$ cat config.mk
export PLATFORM = sky130hd
export DESIGN_NAME = conv1d_kernel_scheduler
export DESIGN_NICKNAME = d
export VERILOG_FILES = /design/src/rtl/conv1d_kernel_scheduler.sv
export SDC_FILE = /design/constraint.sdc
export NUM_CORES = 1
export LEC_CHECK = 0
export BUFFER_PORTS_ARGS = -buffer_cell sky130_fd_sc_hd__buf_2
export CORE_ASPECT_RATIO = 0.7
export CORE_MARGIN = 2
export CORE_UTILIZATION = 61
export DETAILED_ROUTE_END_ITERATION = 10
export PLACE_DENSITY = 0.88
export SYNTH_ARGS = -nofsm -noshare
export SYNTH_HDL_FRONTEND = slang
export SYNTH_SLANG_ARGS = --single-unit
$ cat constraint.sdc
create_clock -name clk -period 3.1 [get_ports clk]
set_input_delay 0.31 -clock clk [delete_from_list [all_inputs] [get_ports clk]]
set_output_delay 0.31 -clock clk [all_outputs]
set_load 0.02 [all_outputs]
$ cat src/rtl/conv1d_kernel_scheduler.sv
// conv1d_kernel_scheduler: sequences NUM_KERNELS filter passes over one
// input buffer and one MAC unit (loop order: kernel, output, tap).
// Ports: clk, rst (async, active-high), start/busy/done host handshake,
// out_ready write backpressure, kernel_id, w_addr/x_addr/out_addr buffer
// addresses, clear/valid/write MAC and output-buffer strobes.
module conv1d_kernel_scheduler #(
    parameter int KERNEL_SIZE   = 3,
    parameter int STRIDE        = 1,
    parameter int INPUT_SIZE    = 27,
    parameter int NUM_KERNELS   = 4,
    parameter int W_ADDR_BITS   = 4,
    parameter int X_ADDR_BITS   = 5,
    parameter int OUT_ADDR_BITS = 7,
    localparam int OUTPUT_SIZE  = (INPUT_SIZE - KERNEL_SIZE) / STRIDE + 1,
    localparam int KID_BITS     = (NUM_KERNELS > 1) ? $clog2(NUM_KERNELS) : 1
) (
    input  logic                     clk,
    input  logic                     rst,
    input  logic                     start,
    input  logic                     out_ready,
    output logic                     busy,
    output logic                     done,
    output logic [KID_BITS-1:0]      kernel_id,
    output logic [W_ADDR_BITS-1:0]   w_addr,
    output logic [X_ADDR_BITS-1:0]   x_addr,
    output logic [OUT_ADDR_BITS-1:0] out_addr,
    output logic                     clear,
    output logic                     valid,
    output logic                     write
);

    localparam int O_BITS = (OUTPUT_SIZE > 1) ? $clog2(OUTPUT_SIZE) : 1;
    localparam int T_BITS = (KERNEL_SIZE > 1) ? $clog2(KERNEL_SIZE) : 1;

    typedef enum logic [2:0] {
        IDLE,
        CLEAR,
        MAC,
        VALID,
        WRITE,
        DONE
    } state_t;

    state_t            state;
    logic [O_BITS-1:0] o_cnt;
    logic [T_BITS-1:0] t_cnt;

    // Address arithmetic is done at 32 bits and truncated on assignment.
    logic [31:0] k_base;
    logic [31:0] o_base;
    logic [31:0] tap_next;
    logic [31:0] out_idx;
    logic        last_tap;
    logic        last_out;
    logic        last_kernel;

    assign k_base      = 32'(kernel_id) * 32'(KERNEL_SIZE);
    assign o_base      = 32'(o_cnt) * 32'(STRIDE);
    assign tap_next    = 32'(t_cnt) + 32'd1;
    assign out_idx     = 32'(kernel_id) * 32'(OUTPUT_SIZE) + 32'(o_cnt);
    assign last_tap    = (32'(t_cnt) == 32'(KERNEL_SIZE - 1));
    assign last_out    = (32'(o_cnt) == 32'(OUTPUT_SIZE - 1));
    assign last_kernel = (32'(kernel_id) == 32'(NUM_KERNELS - 1));

    // Outputs are registered and are loaded on the edge that enters the
    // state they belong to, so they always describe the current state.
    always_ff @(posedge clk or posedge rst) begin
        if (rst) begin
            state     <= IDLE;
            busy      <= 1'b0;
            done      <= 1'b0;
            clear     <= 1'b0;
            valid     <= 1'b0;
            write     <= 1'b0;
            kernel_id <= '0;
            w_addr    <= '0;
            x_addr    <= '0;
            out_addr  <= '0;
            o_cnt     <= '0;
            t_cnt     <= '0;
        end else begin
            case (state)
                IDLE: begin
                    if (start) begin
                        state     <= CLEAR;
                        busy      <= 1'b1;
                        clear     <= 1'b1;
                        kernel_id <= '0;
                        o_cnt     <= '0;
                        t_cnt     <= '0;
                    end
                end
                CLEAR: begin
                    state  <= MAC;
                    clear  <= 1'b0;
                    t_cnt  <= '0;
                    w_addr <= W_ADDR_BITS'(k_base);
                    x_addr <= X_ADDR_BITS'(o_base);
                end
                MAC: begin
                    if (last_tap) begin
                        state    <= VALID;
                        valid    <= 1'b1;
                        out_addr <= OUT_ADDR_BITS'(out_idx);
                    end else begin
                        t_cnt  <= t_cnt + 1'b1;
                        w_addr <= W_ADDR_BITS'(k_base + tap_next);
                        x_addr <= X_ADDR_BITS'(o_base + tap_next);
                    end
                end
                VALID: begin
                    state <= WRITE;
                    valid <= 1'b0;
                    write <= 1'b1;
                end
                WRITE: begin
                    // write and out_addr hold until the buffer accepts.
                    if (out_ready) begin
                        write <= 1'b0;
                        if (!last_out) begin
                            o_cnt <= o_cnt + 1'b1;
                            state <= CLEAR;
                            clear <= 1'b1;
                        end else if (!last_kernel) begin
                            kernel_id <= kernel_id + 1'b1;
                            o_cnt     <= '0;
                            state     <= CLEAR;
                            clear     <= 1'b1;
                        end else begin
                            state <= DONE;
                            done  <= 1'b1;
                            busy  <= 1'b0;
                        end
                    end
                end
                DONE: begin
                    state <= IDLE;
                    done  <= 1'b0;
                end
                default: begin
                    state <= IDLE;
                    busy  <= 1'b0;
                    done  <= 1'b0;
                    clear <= 1'b0;
                    valid <= 1'b0;
                    write <= 1'b0;
                end
            endcase
        end
    end

endmodule
# Word-level counts from Yosys, hierarchy flattened
# Index checks and enable logic that the tools add are counted.
# op_classes
multipliers	2
reduce_logical	20
addsub	7
bitwise	5
n_eq_ne	16
muxes	39
# ops
operator	count
5-bit 2-to-1 mux	5
5-bit case mux with 2 select lines	2
4-bit OR reduction	4
3-bit 2-to-1 mux	5
3-bit case mux with 5 select lines	1
2-bit != test, second input constant	7
1-bit 2-to-1 mux	12
4-bit AND reduction	3
2-bit 2-to-1 mux	5
5-bit AND reduction	2
1-bit case mux with 3 select lines	3
4-bit case mux with 2 select lines	1
2-bit AND reduction	4
7-bit by 5-bit adder with 7-bit output	1
2-bit by 5-bit multiplier with 7-bit output, second input constant	1
3-bit by 2-bit equality test with 1-bit output, second input constant	2
3-bit equality test, second input constant	2
2-bit case mux with 3 select lines	1
3-bit AND reduction	2
5-bit by 1-bit adder with 5-bit output, second input constant	1
5-bit by 3-bit adder with 5-bit output	1
5-bit equality test, second input constant	1
1-bit inverter	5
2-bit by 1-bit adder with 2-bit output, second input constant	2
13 further kinds	16
# totals
regBits	33
word_cells	101
input_bits	4

# Longest topological paths before layout
# Gate-level depths: netlist of the first run.
# logic_depth
depth_word	5
mapped_depth	8

# Least setup slack after synthesis of the first run
# No wires, ideal clock.
# synth_path
path_kind	register -> register
startpoint	register kernel_id[0]
endpoint	register w_addr[2]
arrival_time_ns	1.882
path_buffers	0
slack_ns	1.098
required_ns	2.979
stages_incl_launch_ff	9
path_cell_list	dfrtp_1 > inv_1 > ha_1 > xor2_1 > ha_1 > o21bai_1 > xor2_1 > mux2i_1 > o21ai_1
# synth_between
elab_chain_cells	4
# synth_rtl
item	line_no	text
from (decl)	23	output logic [KID_BITS-1:0] kernel_id,
from (signal assigned)	125	kernel_id <= kernel_id + 1'b1;
2-bit by 2-bit multiplier with 4-bit output *	57	assign k_base = 32'(kernel_id) * 32'(KERNEL_SIZE);
4-bit by 3-bit adder with 4-bit output	107	w_addr <= W_ADDR_BITS'(k_base + tap_next);
4-bit 2-to-1 mux	101	if (last_tap) begin
4-bit case mux with 2 select lines *	82	case (state)
to (signal assigned)	97	w_addr <= W_ADDR_BITS'(k_base);
to (signal assigned)	107	
to (decl)	24	output logic [W_ADDR_BITS-1:0] w_addr,
# Mark *: on every way between the ends. The rest lies on a longest branch, timed or not. The select of a mux whose other input is x is not followed.
# A chain may end at the register's enable or synchronous reset.

# Final worst setup path of the first run
# Same ends and word-level chain as after synthesis.

==> results of run 1 <==
## sequential cells by signal (all words and copies together) (netlist names)
name,flops
state,3
clear,1
done,1
x_addr,5
o_cnt,5
valid,1
busy,1
write,1
kernel_id,2
w_addr,4
t_cnt,2
out_addr,7
## how the worst min path moves through the flow
stage | depth (start not counted) | to
detailed placement | 3 | w_addr[2]
global route | 3 | w_addr[1]
CTS | 3 | w_addr[1]
floorplan | 1 | busy
finish | 3 | w_addr[1]
global placement | 3 | x_addr[3]
## Yosys cell counts, drive strengths merged (3+ instances only)
cell type	n	share of area [%]
fa	3	3.0
mux2	4	2.4
inv	9	1.7
nand2b	6	1.9
dfrtp	33	41
buf	6	1.7
a21o	3	1.1
mux2i	4	2.0
ha	19	12
a21boi	3	1.1
nor3	4	0.99
xnor2	4	1.7
nand2	19	3.5
xor2	4	1.7
nand3	4	0.99
o21ai	23	5.9
nor2	12	2.2
a21oi	16	4.0
nor2b	4	1.2
## cells in the final DEF (no fill, tap or decap), drive strengths merged, types with 3 or more instances in the layout
cell,instances
a21oi,16
dfrtp,33
xnor2,4
o21ai,23
ha,19
a21o,3
nor2,12
fa,3
clkbuf,7
nand2b,6
nand3,4
inv,9
mux2i,4
nor3,4
mux2,4
buf,27
nor2b,4
nand2,19
a21boi,3
xor2,4
## routing by layer
metal	wire length [um]	part of all wire [%]	GRT usage, %	vias up
met2	1970	45	39.7	52
met3	242	5.5	8.53	10
met5	0	0	0	-
met1	2090	48	37.7	770
met4	67	1.5	11.4	0
li1	-	-	-	768
## power groups by stage
stage	logic, mW	clock network (mW)	registers [mW]
floorplan	0.625	0	0.712
global placement	0.815	0	0.676
finish	0.857	0.336	0.682
CTS	0.855	0.342	0.678
global route	0.964	0.358	0.702
detailed placement	0.849	0	0.684
## cell type report
class                   instances  area, sq um
well taps                      38         47.5
repair buffers                 27          138
clock buffers                   7         86.3
inverters                       9         33.8
fillers                       246          902
flip-flops and latches         33          826
multi-input cells             153         1110
## per-stage QoR
step	cells	setup WS, ns	cell area, sq um	hold WS, ns
CTS	267	0.909	2250	0.104
floorplan	203	1.10	2020	0.439
detailed placement	260	0.943	2160	0.420
global placement	260	1.01	2160	0.412
finish	267	0.869	2250	0.0927
global route	267	0.722	2250	0.153
## worst reg2reg max path: stages (launching register included)
cell      delay [ns]
dfrtp_1         0.54
inv_1           0.15
ha_1            0.40
xor2_1          0.20
ha_1            0.21
o21bai_1        0.18
xor2_1          0.16
mux2i_1         0.18
o21ai_1         0.08
## cell families after synthesis
kind of cell             after synthesis  synth area share, %
adder cells (fa/ha/maj)               22                 14.8
AO/OA/AOI/OAI                         58                 18.2
multiplexers                           8                 4.40
XOR/XNOR                               8                 3.47
AND/OR/NAND/NOR                       57                 14.4
buffers and inverters                 17                 3.78
flip-flops                            33                 40.9
==> metrics.yaml, run 1 <==
sta:
  tightest_slew_ns: 0.645
  setup_viol: 0
  fin_crit_sh_pct: 72.0
  fin_worst_skew_ns: 0.00817
  slew_headroom_pct: 56.8
  setup_tns_ns: 0
  hold_viol_final: 0
  rsz0062_at_grt: "no"
  finalMaxSlewViolations: 0
  max_freq_ghz: 0.448
  post-route-min-period_ns: 2.23
cts:
  hold_buffers: 0
  cts-buffers-inserted: 5
  root_buffer: "clkbuf_8"
  clk_pin_slew_ns: 0.07
  h-tree-depth: 2
  cts_resized: 0
  post_cts_buffers: 0
  cts.path.max_buffers: 2
  clkSinkCount: 33
  clock_latency_ns: 0.30
  cts_tree: "built"
synth:
  ys.flop_type: "dfrtp_1"
  syn_inst: 203
  yosysUniqueCellTypes: 43
  synth.avg_cell_area_sq_um: 9.94
  ys_async_sr_fraction_pct: 100
  yosys_warnings: 0
  netlist_area_sq_mm: 0.00202
  synth_fp_nets: 229
  synth_edf_count: 0
  ys_ff_latch: 33
  yosysSeqAreaShare_pct: 40.9
grt:
  overflow: 0
  track_usage_pct: 27.2
  antenna_found_initial: 0
  grt_pass1_vias: 1576
  grt_pass1_wl_mm: 7.50
  grt_max_degree: 34
critical_path:
  worstPathCellList: "inv_1 -> ha_1 -> xor2_1 -> ha_1 -> o21bai_1 -> xor2_1 -> mux2i_1 -> o21ai_1"
  cp-endpoint: "w_addr[2]"
  r2r_end: "w_addr[2]"
  path_depth: 8
  critPathKind: "flip-flop to flip-flop"
  cp-start-kind: "flip-flop"
  reg2reg_depth: 8
  cp-end-kind: "flip-flop"
  path_delay_family: "adder cells"
  crit_fanout: 7
  crit_arrival_ns: 2.40
  required_ns: 3.27
  crit-reg2reg-launch: "kernel_id[0]"
  startpoint: "kernel_id[0]"
  cp_slowest_cell: "dfrtp_1"
  max_stage_delay_ns: 0.54
  critPathBufInv: 1
  regToRegSetupSlack_ns: 0.87
power_and_ir_drop:
  pwr-share-seq_pct: 36.4
  power_density_mw_per_mm2: 835
  p_comb_share_pct: 45.7
  power_mw: 1.87
  p_sw_share_pct: 44.0
  ir_drop_v: 0.000574
  clkPwrFrac_pct: 17.9
  p_sw_uw: 824
  p_int_mw: 1.05
  leakage_nw: 1.14
floorplan:
  die_width_um: 72.7
  io-pin-count: 27
  die-area_sq_mm: 0.00379
  start_util_pct: 64.1
  rows: 17
  core_sq_mm: 0.00315
  die_y_um: 52.1
placement:
  routabilityCongestion: 0.799
  numPortBuffers: 26
  hpwl_mm: 3.07
routing:
  drc: 0
  antenna_left: 0
  num_vias: 1600
  avgRoutedWirePerCell_um: 16.3
  firstDrtPassIters: 4
  drt_iter0_drc: 107
  wirelength_mm: 4.37
  avgViaCountPerCell: 5.99
flow_run:
  maxCapViolCount: 0
layout:
  fin_util_pct: 71.3
  final_net_count: 255
  area_growth_pct: 11.4
  antenna_cells: 0
  drive_above_1_share_pct: 19.7
status:
  outcome: "finished, final reports clean"
min_path:
  hp-class: "input port to asynchronous set/reset pin"
No activity file was read; power rests on OpenSTA's default activity.
==> run 2: changes to the inputs <==
- CORE_UTILIZATION: 61 -> 52
- PLACE_DENSITY: 0.88 -> 0.8
- clock period: 3.1 -> 1.9 ns (I/O delays scaled with it)
==> metrics.yaml, run 2 (synthesis gave the netlist of run 1 again) <==
status:
  outcome: "finished, final reports clean"
layout:
  drive_above_1_share_pct: 31.2
  final_common_cell: "dfrtp_1"
  reg.largest.list: "out_addr x7, o_cnt x5, x_addr x5"
  final_net_count: 278
  design_area_sq_mm: 0.00252
  largest_reg_flops: 7
  regMostFlops: "out_addr"
  final_cell_mix: "dfrtp_1, buf_2, buf_4"
  area_growth_pct: 25.0
  antenna_cells: 0
routing:
  firstDrtPassIters: 4
  drc: 0
  num_vias: 1646
  wirelength_mm: 4.55
  avgRoutedWirePerCell_um: 15.0
  avgViaCountPerCell: 5.43
  antenna_left: 0
  drt_iter0_drc: 105
sta:
  hold_viol_final: 0
  fin_worst_skew_ns: 0.00580
  fin_crit_sh_pct: 97.9
  max_freq_ghz: 0.537
  finalMaxSlewViolations: 0
  setup_viol: 0
  post-route-min-period_ns: 1.86
  worst_hold_slack_ns: 0.286
  slew_headroom_pct: 72.5
  tightest_slew_ns: 0.413
critical_path:
  r2r_end: "out_addr[5]"
  required_ns: 2.05
  cp-end-kind: "flip-flop"
  critPathKind: "flip-flop to flip-flop"
  reg2reg_depth: 6
  crit_arrival_ns: 2.01
  cp-start-kind: "flip-flop"
  crit-reg2reg-launch: "kernel_id[0]"
  crit_fanout: 7
  regToRegSetupSlack_ns: 0.04
cts:
  clkSinkCount: 33
  h-tree-depth: 2
  clock_latency_ns: 0.29
  cts_tree: "built"
  clk_pin_slew_ns: 0.07
  root_buffer: "clkbuf_8"
  cts.path.max_buffers: 2
  cts-buffers-inserted: 5
floorplan:
  die-area_sq_mm: 0.00440
  rows: 18
  core_sq_mm: 0.00363
  die_width_um: 78.4
  start_util_pct: 55.6
  io-pin-count: 27
  die_y_um: 56.1
flow_run:
  maxCapViolCount: 0
grt:
  overflow: 0
  grt_max_degree: 34
  grt_pass1_wl_mm: 7.58
  antenna_found_initial: 0
  track_usage_pct: 22.6
  grt_pass1_vias: 1554
power_and_ir_drop:
  leakage_nw: 1.24
  ir_drop_v: 0.00116
  power_density_mw_per_mm2: 1340
placement:
  routabilityCongestion: 0.873
  hpwl_mm: 3.27
  numPortBuffers: 26
  placed_area_sq_mm: 0.00232
min_path:
  hp-class: "input port to flip-flop"
  whs_endpoint: "busy"
  min_from: "out_ready"
  worstHoldPathCells: 4
[run 2: timing repair]
action | 4_1_cts | 5_1_grt
gates resized for setup | 3 | 8
buffers inserted | 2 | 1
hold buffers | 1 | 0
endpoints found under the setup margin | 1 | 8
endpoints found under the hold margin | 25 | 0
pin swaps | 3 | 1
[run 2: critical path: stages, from the launching register on]
cell     delay, ns
dfrtp_2       0.47
ha_1          0.22
ha_2          0.20
fa_2          0.42
a31oi_4       0.18
xor2_1        0.14
o21ai_0       0.09
[run 2: cell type report]
type,count,area [sq um]
clock buffers,8,90.1
fillers,269,1100
inverters,9,33.8
multi-input cells,153,1190
flip-flops and latches,33,831
well taps,50,62.6
repair buffers,50,317
[run 2: worst max-delay path by stage]
stage               cells past startpoint           to          from
finish                                  6  out_addr[5]  kernel_id[0]
global route                            8    w_addr[2]  kernel_id[1]
CTS                                     8    w_addr[2]  kernel_id[1]
detailed placement                      6  out_addr[5]  kernel_id[1]
global placement                        6  out_addr[5]  kernel_id[1]
floorplan                               8    w_addr[2]  kernel_id[0]
[run 2: through the flow]
step                      instances  worst slack, ns   TNS, ns  util (%)  power (mW)
after floorplan                 203           0.0174         0         -        2.18
after global placement          291           0.0365         0      64.0        2.65
after detailed placement        291          -0.0209   -0.0209      64.0        2.69
after CTS                       302          0.00693         0      67.8        3.26
after global routing            303         -0.00996  -0.00996      69.5        3.63
final                           303           0.0391         0      69.5        3.37
[run 2: layer usage]
metal  vias up  part of all wire, %  track usage (%)
met1       770                   50             32.2
li1        814                    -                -
met4         0                  1.3             8.27
met3         7                  6.4             5.03
met2        55                   42             33.9
met5         -                    0                0
[run 2: power breakdown]
part | switching (mW) | internal, mW | total, mW
Sequential | 0.171 | 0.884 | 1.06
Clock | 0.256 | 0.295 | 0.552
Combinational | 0.989 | 0.778 | 1.77
